## src/rtl/key_bus_responder.sv

```systemverilog
// Memory-mapped key FIFO with a status register, a character output port and a
// key-pending interrupt with a re-arm holdoff.
module key_bus_responder #(
  parameter int unsigned FIFO_DEPTH = 8,
  parameter logic [63:0] KEY_ADDR   = 64'h8000_0010,
  parameter logic [63:0] ART_ADDR   = 64'h8000_0000,
  parameter logic [63:0] STAT_ADDR  = 64'h8000_0018,
  parameter int unsigned HOLDOFF    = 2
) (
  input  logic        clk,
  input  logic        reset,
  input  logic        key_valid,
  input  logic [7:0]  key_data,
  output logic        key_ready,
  input  logic [63:0] bus_address,
  input  logic [63:0] bus_write_data,
  input  logic        bus_write_enable,
  input  logic        bus_read_enable,
  output logic [63:0] bus_read_data,
  output logic [3:0]  interrupt_vector,
  input  logic        interrupt_done,
  output logic [7:0]  char_out,
  output logic        char_valid
);

  localparam int AW  = $clog2(FIFO_DEPTH);
  localparam int CW  = AW + 1;
  localparam int HCW = (HOLDOFF > 2) ? $clog2(HOLDOFF) : 1;
  localparam logic [HCW-1:0] HOLD_LAST = HCW'((HOLDOFF > 0) ? HOLDOFF - 1 : 0);

  typedef enum logic [1:0] {ST_IDLE, ST_PENDING, ST_HOLDOFF} irq_state_t;

  logic [7:0]     mem [FIFO_DEPTH];
  logic [AW-1:0]  head, tail;
  logic [CW-1:0]  count;
  logic           overflow;
  logic           empty, full, push, pop;
  logic           art_write, stat_write, done_q, done_rise;
  irq_state_t     state;
  logic [HCW-1:0] hold_cnt;

  // Only the low byte of a write carries data; the rest is deliberately ignored.
  logic unused_write_bits;
  assign unused_write_bits = ^bus_write_data[63:8];

  assign empty      = (count == '0);
  assign full       = (count == CW'(FIFO_DEPTH));
  assign key_ready  = !full;
  assign push       = key_valid && !full;
  assign pop        = bus_read_enable && (bus_address == KEY_ADDR) && !empty;
  assign art_write  = bus_write_enable && (bus_address == ART_ADDR);
  assign stat_write = bus_write_enable && (bus_address == STAT_ADDR);
  assign done_rise  = interrupt_done && !done_q;

  always_comb begin
    bus_read_data = '0;
    if (bus_read_enable) begin
      if (bus_address == KEY_ADDR) begin
        if (!empty) bus_read_data[7:0] = mem[head];
      end else if (bus_address == STAT_ADDR) begin
        bus_read_data[9]   = overflow;
        bus_read_data[8]   = full;
        bus_read_data[7:4] = 4'(count);
        bus_read_data[0]   = empty;
      end
    end
  end

  // NOTE: the key storage has no reset; the pointers and count alone define which entries are valid.
  always_ff @(posedge clk) begin
    if (push) mem[tail] <= key_data;
  end

  // NOTE: every sequential block uses non-blocking assignments so all registers update from pre-edge values.
  always_ff @(posedge clk or negedge reset) begin
    if (!reset) begin
      head     <= '0;
      tail     <= '0;
      count    <= '0;
      overflow <= 1'b0;
    end else begin
      if (push) tail <= tail + AW'(1);
      if (pop)  head <= head + AW'(1);
      case ({push, pop})
        2'b10:   count <= count + CW'(1);
        2'b01:   count <= count - CW'(1);
        default: count <= count;
      endcase
      // A key dropped in the same cycle as a clear keeps the flag set.
      if (key_valid && full) overflow <= 1'b1;
      else if (stat_write)   overflow <= 1'b0;
    end
  end

  always_ff @(posedge clk or negedge reset) begin
    if (!reset) begin
      char_out   <= '0;
      char_valid <= 1'b0;
    end else begin
      char_valid <= art_write;
      if (art_write) char_out <= bus_write_data[7:0];
    end
  end

  // A pop and an acknowledge edge in the same cycle are a single holdoff event.
  always_ff @(posedge clk or negedge reset) begin
    if (!reset) begin
      state            <= ST_IDLE;
      hold_cnt         <= '0;
      interrupt_vector <= 4'd0;
      done_q           <= 1'b0;
    end else begin
      done_q <= interrupt_done;
      case (state)
        ST_IDLE: begin
          if (!empty) begin
            state            <= ST_PENDING;
            interrupt_vector <= 4'd1;
          end
        end
        ST_PENDING: begin
          if (pop || done_rise) begin
            state            <= ST_HOLDOFF;
            hold_cnt         <= '0;
            interrupt_vector <= 4'd0;
          end else if (empty) begin
            state            <= ST_IDLE;
            interrupt_vector <= 4'd0;
          end
        end
        ST_HOLDOFF: begin
          if (hold_cnt == HOLD_LAST) state <= ST_IDLE;
          else                       hold_cnt <= hold_cnt + HCW'(1);
        end
        default: begin
          state            <= ST_IDLE;
          interrupt_vector <= 4'd0;
        end
      endcase
    end
  end

endmodule

```

## config.mk

```make
export PLATFORM = sky130hd
export DESIGN_NAME = key_bus_responder
export DESIGN_NICKNAME = d
export VERILOG_FILES = /design/src/rtl/key_bus_responder.sv
export SDC_FILE = /design/constraint.sdc
export NUM_CORES = 1
export LEC_CHECK = 0
export CAP_MARGIN = 15
export CORE_ASPECT_RATIO = 2
export CORE_MARGIN = 1
export CORE_UTILIZATION = 43
export DETAILED_ROUTE_END_ITERATION = 7
export PLACE_DENSITY = 0.86
export SLEW_MARGIN = 10
export SYNTH_ARGS = -nofsm -noshare
export SYNTH_HDL_FRONTEND = slang
export SYNTH_SLANG_ARGS = --single-unit
export TNS_END_PERCENT = 1
```

## constraint.sdc

```tcl
create_clock -name clk -period 6.5 [get_ports clk]
set_input_delay 1.3 -clock clk [delete_from_list [all_inputs] [get_ports clk]]
set_output_delay 1.3 -clock clk [all_outputs]
set_load 0.1 [all_outputs]
```

# Word-level counts from Yosys, hierarchy flattened
# Memory sizes are Yosys's and may differ from the RTL's.
# Index checks and enable logic that the tools add are counted.
[op_classes]
muxes = 25
eq_ne = 12
addsub = 5
n_reduce_logical = 19
n_bitwise = 1
[ops]
columns = ["operator", "n"]
rows = [
  ["== test 64 x 32 -> 1 bit (second input constant)", 3],
  ["2-to-1 mux 4 bit", 4],
  ["one-hot mux 4 bit (3 select lines)", 1],
  ["2-to-1 mux 10 bit", 1],
  ["2-to-1 mux 2 bit", 5],
  ["2-to-1 mux 1 bit", 8],
  ["2-to-1 mux 8 bit", 1],
  ["one-hot mux 4 bit (2 select lines)", 1],
  ["logical AND 1 bit", 7],
  ["adder 3 x 1 -> 3 bit (second input constant)", 2],
  ["2-to-1 mux 6 bit", 1],
  ["!= test 2 bit (second input constant)", 3],
  ["one-hot mux 2 bit (3 select lines)", 1],
  ["AND reduction 3 bit", 2],
  ["nonzero test 2 bit", 3],
  ["adder 4 x 1 -> 4 bit (second input constant)", 1],
  ["== test 2 x 1 -> 1 bit (second input constant)", 2],
  ["== test 2 bit (second input constant)", 2],
  ["== test 4 bit (second input constant)", 1],
  ["logical NOT 4 bit", 1],
  ["subtractor 4 x 1 -> 4 bit (second input constant)", 1],
  ["logical NOT 1 bit", 3],
  ["2-to-1 mux 3 bit", 1],
  ["!= test 3 bit (second input constant)", 1],
  ["6 further kinds", 6],
]
[totals]
word_cells = 73
mem_count = 1
mem_bits_rw = 64
output_inout_bits = 78
ff_bits = 28
in_bits = 142
[mem_list]
columns = ["name", "depth", "width", "rd", "rd_ports_with_merged_regs", "wr", "line", "rtl"]
rows = [
  ["mem", 8, 8, 1, 0, 1, "33", "logic [7:0] mem [FIFO_DEPTH];"],
]

# Depth between registers and ports, before layout
# Gate-level depths: netlist (run 1).
[depth]
depth_word = 6
mapped_depth = 14

# Worst setup path before layout (run 1)
# Ideal clock, no wire load.
[synth_timing]
path_type = "input port to output port"
startpoint = "input port bus_address[9]"
endpoint = "output port bus_read_data[8]"
required_time_ps = 5200
cell_stages = 5
arrival_ps = 4311
n_path_buf = 0
slack_ps = 889
path_cell_list = "nor4_1 > nand2_1 > nor3_1 > nand4_1 > nor3_1"
[synth_between]
elab_chain_len = 4
elab_cells_between_ends = 5
[synth_rtl]
columns = ["item", "line", "rtl"]
rows = [
  ["start: declaration", "15", "input logic [63:0] bus_address,"],
  ["== test 64 x 32 -> 1 bit", "60", "end else if (bus_address == STAT_ADDR) begin"],
  ["2-to-1 mux 6 bit", "60", ""],
  ["2-to-1 mux 2 bit *", "58", "if (bus_address == KEY_ADDR) begin"],
  ["2-to-1 mux 10 bit *", "57", "if (bus_read_enable) begin"],
  ["end: declaration", "19", "output logic [63:0] bus_read_data,"],
]
# Every way passes the cells marked *; elsewhere a longest branch is shown, timed or not.

# Worst setup path after layout (run 1)
[layout_timing]
startpoint = "input port bus_address[39]"
endpoint = "output port bus_read_data[7]"
[layout_between]
elab_chain_len = 4
elab_cells_between_ends = 5
[layout_rtl]
columns = ["item", "line"]
rows = [
  ["== test 64 x 32 -> 1 bit", "60"],
  ["2-to-1 mux 6 bit", "60"],
  ["2-to-1 mux 4 bit *", "58"],
  ["2-to-1 mux 10 bit *", "57"],
]
# Marks and branches as above.

==> summary.md, run 1 <==
| Metric | Value |
|---|---|
| Post-CTS Setup Inserts | 0 |
| Final Net Count | 561 |
| Syn avg cell area | ~14 µm² |
| GPL Wtd Cong | 0.811 |
| PwrDens | about 320 nW/µm² |
| Sinks on Clock Net | 89 |
| Antenna violations before repair | 0 |
| Avg WL per Cell | 18.7 µm |
| Clk root buf | clkbuf_16 |
| Cell taking the most area after synthesis | edfxtp_1 |
| Core Region | 9700 µm² |
| Average vias per placed instance | a little over 5 |
| Critical path capture point type | primary output |
| Die area | ~10000 µm² |
| Post-Syn Area | around 4300 µm² |
| Die width | 72.6 µm |
| Final setup fails | 0 |
| Worst Path Arrival | 3820 ps |
| Initial core utilization | 44.2% |
| TNS Setup | 0 ps |
| Fraction of synthesized cell area in xor and xnor cells | a little over 2% |
| Vias in the first global route | 2745 |
| Clk slew on worst S/H paths | roughly 60 ps |
| Simple-gate portion of the synthesized area | between 9 and 10% |
| CTS tree | done |
| Adder-cell share of the synthesized area | 1.46% |
| Most used DFF post-synth | edfxtp_1 |
| Final hold vios | 0 |
| Complex-gate fraction of the synthesized area | 2.39% |
| Maxcap violations | 0 |
| Asr flop ratio synth | 28.1% |
| RSZ-0062 raised after global routing | no |
| Min Tclk post-route | a little over 5000 ps |
| Tightest Pin Transition | approximately 1000 ps |
| H-tree depth | 3 |
| Worst clock skew | 6.87 ps |
| Gr usage total | around a fifth |
| Area Overhead vs Synth | 31.0% |
| Tcrit/Tclk final | 78.8% |
| Post-route design area | between 5000 and 6000 µm² |
| Largest family of logic cells by synthesized area | multiplexers |
| Worst-Skew Late Latency | 340 ps |
| First-iteration detailed-routing DRC count | 185 |
| Share of layout cells above drive strength 1 | 16.0% |
| CTS-repair resized insts | 0 |
| Synth top area cells | edfxtp_1, dfrtp_1, buf_4 |
| Relative slew slack | 33.1% |
| Post-synthesis mux area share | 13.5% |
| Area share of the largest cell type after synthesis | 44.9% |
| Number of remaining DRC errors | 0 |
| Via Count | 2807 |
| CP required | around 5200 ps |
| Yosys reg bits | 89 |
| Count leader, synth | edfxtp_1 |
| Bufs on Longest Clock Path | 2 |
| # hold bufs at CTS | 0 |
| DP Wirelength | 7700 µm |
| Antenna-violating nets left | 0 |
| Post-Synthesis Cells | 303 |
| PnR Total Power | about 1800 µW |
| Max FO, Critical Path | 7 |
| Total wire length | roughly 10000 µm |
| Worst setup SP type | input pin |
| Port bufs | around 110 |
| Synth unique cells | 35 |
| Remaining global-route overflow | 0 |
| Sequential share of the synthesized area | between 50% and 60% |
| IO Count | 220 |
| Number of enable flip-flop cells after synthesis | 64 |
| Maximum vdd ir drop | 0.307 mV |
| Largest net degree at the start of global routing | 26 |
| FMAX | 195 MHz |
| Placed Area | 5260 µm² |
| Synth top cells by count | edfxtp_1, buf_4, dfrtp_1 |
| Final Slew Violations | 0 |
| Antenna cells | 0 |
| Status | complete, no violations |
| Die height | 143 µm |
| CTS Buf Count | 9 |
| First-pass GRT wire length | 14400 µm |
| Critical path class | input pin to primary output |
| YS warnings | 0 |
| First-pass detailed-route iteration total | 4 |
| Pleak | 0.00212 µW |
| Row count | 51 |
| Hold Crit Class | flip-flop to flip-flop |
-- sequential cells by signal, indices dropped and copies added (netlist names) --
signal	count
done_q	1
overflow	1
char_valid	1
mem	64
char_out	8
state	2
head	3
count	4
hold_cnt	1
interrupt_vector	1
tail	3
-- critical path: stages --
cell,delay (ps)
clkdlybuf4s50_1,430
nor4_1,470
nand3_1,160
nor3_1,290
nand3_1,420
o22ai_1,390
buf_4,350
-- metrics by stage --
| stage | hold WS [ps] | instances | util [%] | setup WS, ps |
|---|---|---|---|---|
| finish | 500 | 551 | 57.9 | 1380 |
| global route | 507 | 551 | 57.9 | 1260 |
| CTS | 505 | 550 | 57.6 | 1400 |
| detailed placement | 486 | 534 | 54.3 | 1450 |
| global placement | 478 | 534 | 54.3 | 1510 |
| floorplan | 466 | 359 | - | 889 |
-- final cells by class --
| cell class | count | area (µm²) |
|---|---|---|
| fill | 793 | 4090 |
| sequential | 89 | 2550 |
| multi-input combinational | 198 | 1470 |
| timing repair buffer | 109 | 1070 |
| clock buffer | 9 | 225 |
| tap | 132 | 165 |
| clock inverter | 7 | 103 |
| inverter | 7 | 26.3 |
-- metal layers --
metal | track usage, % | vias up | part of all wire [%]
met1 | 19.7 | 1362 | 34
li1 | - | 1242 | -
met2 | 37.3 | 186 | 55
met3 | 5.08 | 17 | 8.5
met4 | 9.18 | 0 | 2.6
met5 | 0 | - | 0
-- cells by family (layout without fill, tap and decap cells) --
group                      after synthesis  in the layout
other                                    1             57
AOI/OAI and AO/OA                       14             14
muxes                                   36             36
buffers and inverters                   72            132
adders and majority gates                5              5
xor gates and xnor gates                10             10
DFF                                     89             89
and+or+nand+nor                         76             76
-- power breakdown --
| part | internal (µW) | switching [µW] |
|---|---|---|
| Sequential | 711 | 70.6 |
| Combinational | 135 | 310 |
| Clock | 341 | 217 |
-- final timing paths --
kind | from | endpoint | slack (ps) | cells past startpoint
max | bus_address[39] | bus_read_data[7] | 1380 | 7
min | overflow$_DFFE_PN0P_ | overflow$_DFFE_PN0P_ | 500 | 1
max reg2reg | count[0]$_DFFE_PN0P_ | count[2]$_DFFE_PN0P_ | 3510 | 12
min reg2reg | overflow$_DFFE_PN0P_ | overflow$_DFFE_PN0P_ | 500 | 1
max in group asynchronous | reset | head[0]$_DFFE_PN0P_ | 5160 | 1
min in group asynchronous | reset | char_out[1]$_DFFE_PN0P_ | 960 | 1
-- layout by cell type, fill, tap and decap left out, drive strengths merged, types with 6 or more instances in the layout --
master / synthesis / final
clkdlybuf4s50: 0 / 95
nor4: 16 / 16
conb: 1 / 57
mux4: 16 / 16
dfrtp: 25 / 25
nor3: 13 / 13
edfxtp: 64 / 64
nor2: 20 / 20
mux2i: 6 / 6
inv: 7 / 9
clkbuf: 5 / 9
nand4: 6 / 6
buf: 60 / 14
nand2: 11 / 11
mux2: 14 / 14
Power figures use the tool's default switching activity.
==> inputs of run 2 (changes only) <==
- CORE_UTILIZATION: 43 -> 36
- PLACE_DENSITY: 0.86 -> 0.77
- clock period: 6.5 -> 4.1 ns (I/O delays scaled with it)
==> run 2 against run 1 <==
Effect of this change: non-clock buffer count up 6; worst hold slack better by 7.4 ps; clock power grew 28%; first-iteration DRC count shrank 37%; largest cell class unchanged; clock skew decreased by 2.2 ps; die area rose by 19%.
==> summary.md, run 2 (synthesis gave the netlist of run 1 again) <==
| Metric | Value |
|---|---|
| Largest net degree at the start of global routing | 26 (unchanged) |
| Final Slew Violations | 0 (unchanged) |
| Core Region | 11600 µm² (+20%) |
| Avg WL per Cell | 16.6 µm (-11%) |
| Final Net Count | 567 (+1.1%) |
| Critical path class | input pin to primary output |
| Cell-internal power | 1750 µW (+48%) |
| Number of remaining DRC errors | 0 (unchanged) |
| Worst setup SP type | input pin |
| Die height | 156 µm (+9.2%) |
| Clk slew on worst S/H paths | 60 ps (about the same) |
| Fill count | 1017 (+28%) |
| Vias in the first global route | 2732 (-0.47%) |
| First-pass GRT wire length | 14200 µm (-1.3%) |
| Average vias per placed instance | 4.82 (-5.3%) |
| Met3 routed WL | 850 µm (-2.4%) |
| Antenna cells | 0 (unchanged) |
| Die width | 79.1 µm (+9.0%) |
| Top Metal Used | met4 |
| FMAX | 249 MHz |
| Status | complete, no violations |
| Die area | 12400 µm² (+19%) |
| Worst-Skew Late Latency | 330 ps (about the same) |
| Total wire length | 9450 µm (-8.1%) |
| Hold Crit Class | flip-flop to flip-flop |
| Biggest regs | mem (64), char_out (8), count (4) |
| Reg power frac | 46.4% (+2.6 points) |
| Maximum vdd ir drop | 0.297 mV (-3.2%) |
| Bufs on Longest Clock Path | 2 (unchanged) |
| Area Overhead vs Synth | 33.0% |
| Switch share | 34.0% (+0.53 points) |
| Post-CTS Setup Inserts | 0 (unchanged) |
| CTS tree | done |
| Antenna violations before repair | 0 (unchanged) |
| Multi-input logic area | 1460 µm² (-1.0%) |
| Clk root buf | clkbuf_16 |
| Metal2 WL | 5180 µm (-9.0%) |
| CTS Buf Count | 9 (unchanged) |
| Max reg flops | 64 (unchanged) |
| Clk pwr share | 27.0% (-4.3 points) |
| Final setup fails | 0 (unchanged) |
| Slowest library cell on the worst path | nor3_1 |
| Maxcap violations | 0 (unchanged) |
| DP Wirelength | 7180 µm (-6.8%) |
| Tightest Pin Transition | 987 ps (-14.2 ps) |
| GPL Wtd Cong | 0.789 (-2.8%) |
| H-tree depth | 3 (unchanged) |
| Max incr delay on CP | 460 ps (about the same) |
| Setup ws final | 87.9 ps (-1290 ps) |
| Remaining global-route overflow | 0 (unchanged) |
| RSZ-0062 raised after global routing | yes |
| WHS | 508 ps (+7.37 ps) |
| Min Tclk post-route | 4010 ps |
| Logic gate share of total power | 26.6% (+1.7 points) |
| Gr usage total | 15.9% (-4.0 points) |
| Commonest non-fill, non-tap cells in the layout | clkdlybuf4s50_1, edfxtp_1, conb_1 |
| Final hold vios | 0 (unchanged) |
| Max FO, Critical Path | 7 (unchanged) |
| Commonest non-fill, non-tap cell in the layout | clkdlybuf4s50_1 |
| Relative slew slack | 34.0% (+0.95 points) |
| Post-route design area | 5700 µm² (+1.5%) |
| Tcrit/Tclk final | 97.9% |
| CP required | 3280 ps (-1920 ps) |
| Seq. cell area | 2550 µm² (unchanged) |
| Via Count | 2744 (-2.2%) |
| Critical path capture point type | primary output |
| Pleak | 0.00212 µW (+0.42%) |
| First-iteration detailed-routing DRC count | 116 (-37%) |
| Worst Path Arrival | 3190 ps (-630 ps) |
| Critical Path, Cell by Cell | clkdlybuf4s50_1 -> nor4_1 -> nand2_1 -> nor3_1 -> nand4_1 -> nor3_1 -> buf_12 |
| Post-Route M1 WL | 3250 µm (-5.9%) |
| Port bufs | 106 (unchanged) |
| PwrDens | 466 nW/µm² (+47%) |
| Placed Area | 5440 µm² (+3.4%) |
| Initial core utilization | 36.8% (-7.3 points) |
| PnR Total Power | 2650 µW (+49%) |
| IO Count | 220 (unchanged) |
| Largest Register | mem |
| Antenna-violating nets left | 0 (unchanged) |
| Share of layout cells above drive strength 1 | 15.3% (-0.66 points) |
| Worst clock skew | 4.71 ps (-2.16 ps) |
| Sw Pwr | 903 µW (+51%) |
| Row count | 56 (+9.8%) |
| Sinks on Clock Net | 89 (unchanged) |
| First-pass detailed-route iteration total | 4 (unchanged) |
| Most frequent cell on the critical path | nor3_1 |
| Pre-CTS WS | 52.1 ps (-1400 ps) |
[run 2: final timing paths]
check                                     startpoint                              end  slack (ps)  cells past startpoint
worst max-delay path                  bus_address[9]                 bus_read_data[9]          90                      7
worst min-delay path            overflow$_DFFE_PN0P_             overflow$_DFFE_PN0P_         510                      1
worst max register to register  count[1]$_DFFE_PN0P_             count[2]$_DFFE_PN0P_        1080                     13
worst min register to register  overflow$_DFFE_PN0P_             overflow$_DFFE_PN0P_         510                      1
max in group asynchronous                      reset          char_out[4]$_DFFE_PN0P_        3010                      2
min in group asynchronous                      reset  interrupt_vector[0]$_DFFE_PN0P_         850                      2
[run 2: cell type report]
| class | instances | area share (%) |
|---|---|---|
| Sequential cell | 89 | 44.7 |
| Inverter | 7 | 0.461 |
| Clock buffer | 11 | 4.09 |
| Timing Repair Buffer | 115 | 21.6 |
| Tap cell | 145 | 3.18 |
| Clock inverter | 4 | 0.373 |
| Multi-Input combinational cell | 198 | 25.6 |
[run 2: repair_timing]
item | CTS | global route
endpoints found under the setup margin | 0 | 3
hold buffers | 0 | 0
gates resized for setup | 0 | 0
hold endpoints to repair | 0 | 0
[run 2: per-layer routing]
metal  global-route usage [%]  vias to the layer above
met4                     5.80                        0
met1                     16.8                     1307
met3                     3.97                       14
met5                        0                        -
met2                     29.5                      166
li1                         -                     1257
[run 2: power groups by stage]
stage	combinational, µW	clock (µW)	sequential [µW]
3_5_place_dp	706	0	1250
3_3_place_gp	681	0	1230
4_1_cts	712	736	1230
6_report	706	716	1230
5_1_grt	752	766	1250
2_1_floorplan	524	0	1250
[run 2: per-stage QoR]
step,cells,utilization [%],setup TNS (ps)
global route,569,49.0,-194
floorplan,359,-,-1100
global placement,554,46.8,0
finish,569,49.0,0
detailed placement,554,46.8,0
CTS,569,49.0,0
[run 2: critical path, delay by kind of cell]
kind                   cells  cell delay [ps]
AND/OR/NAND/NOR            5             1720
buffers and inverters      2              660
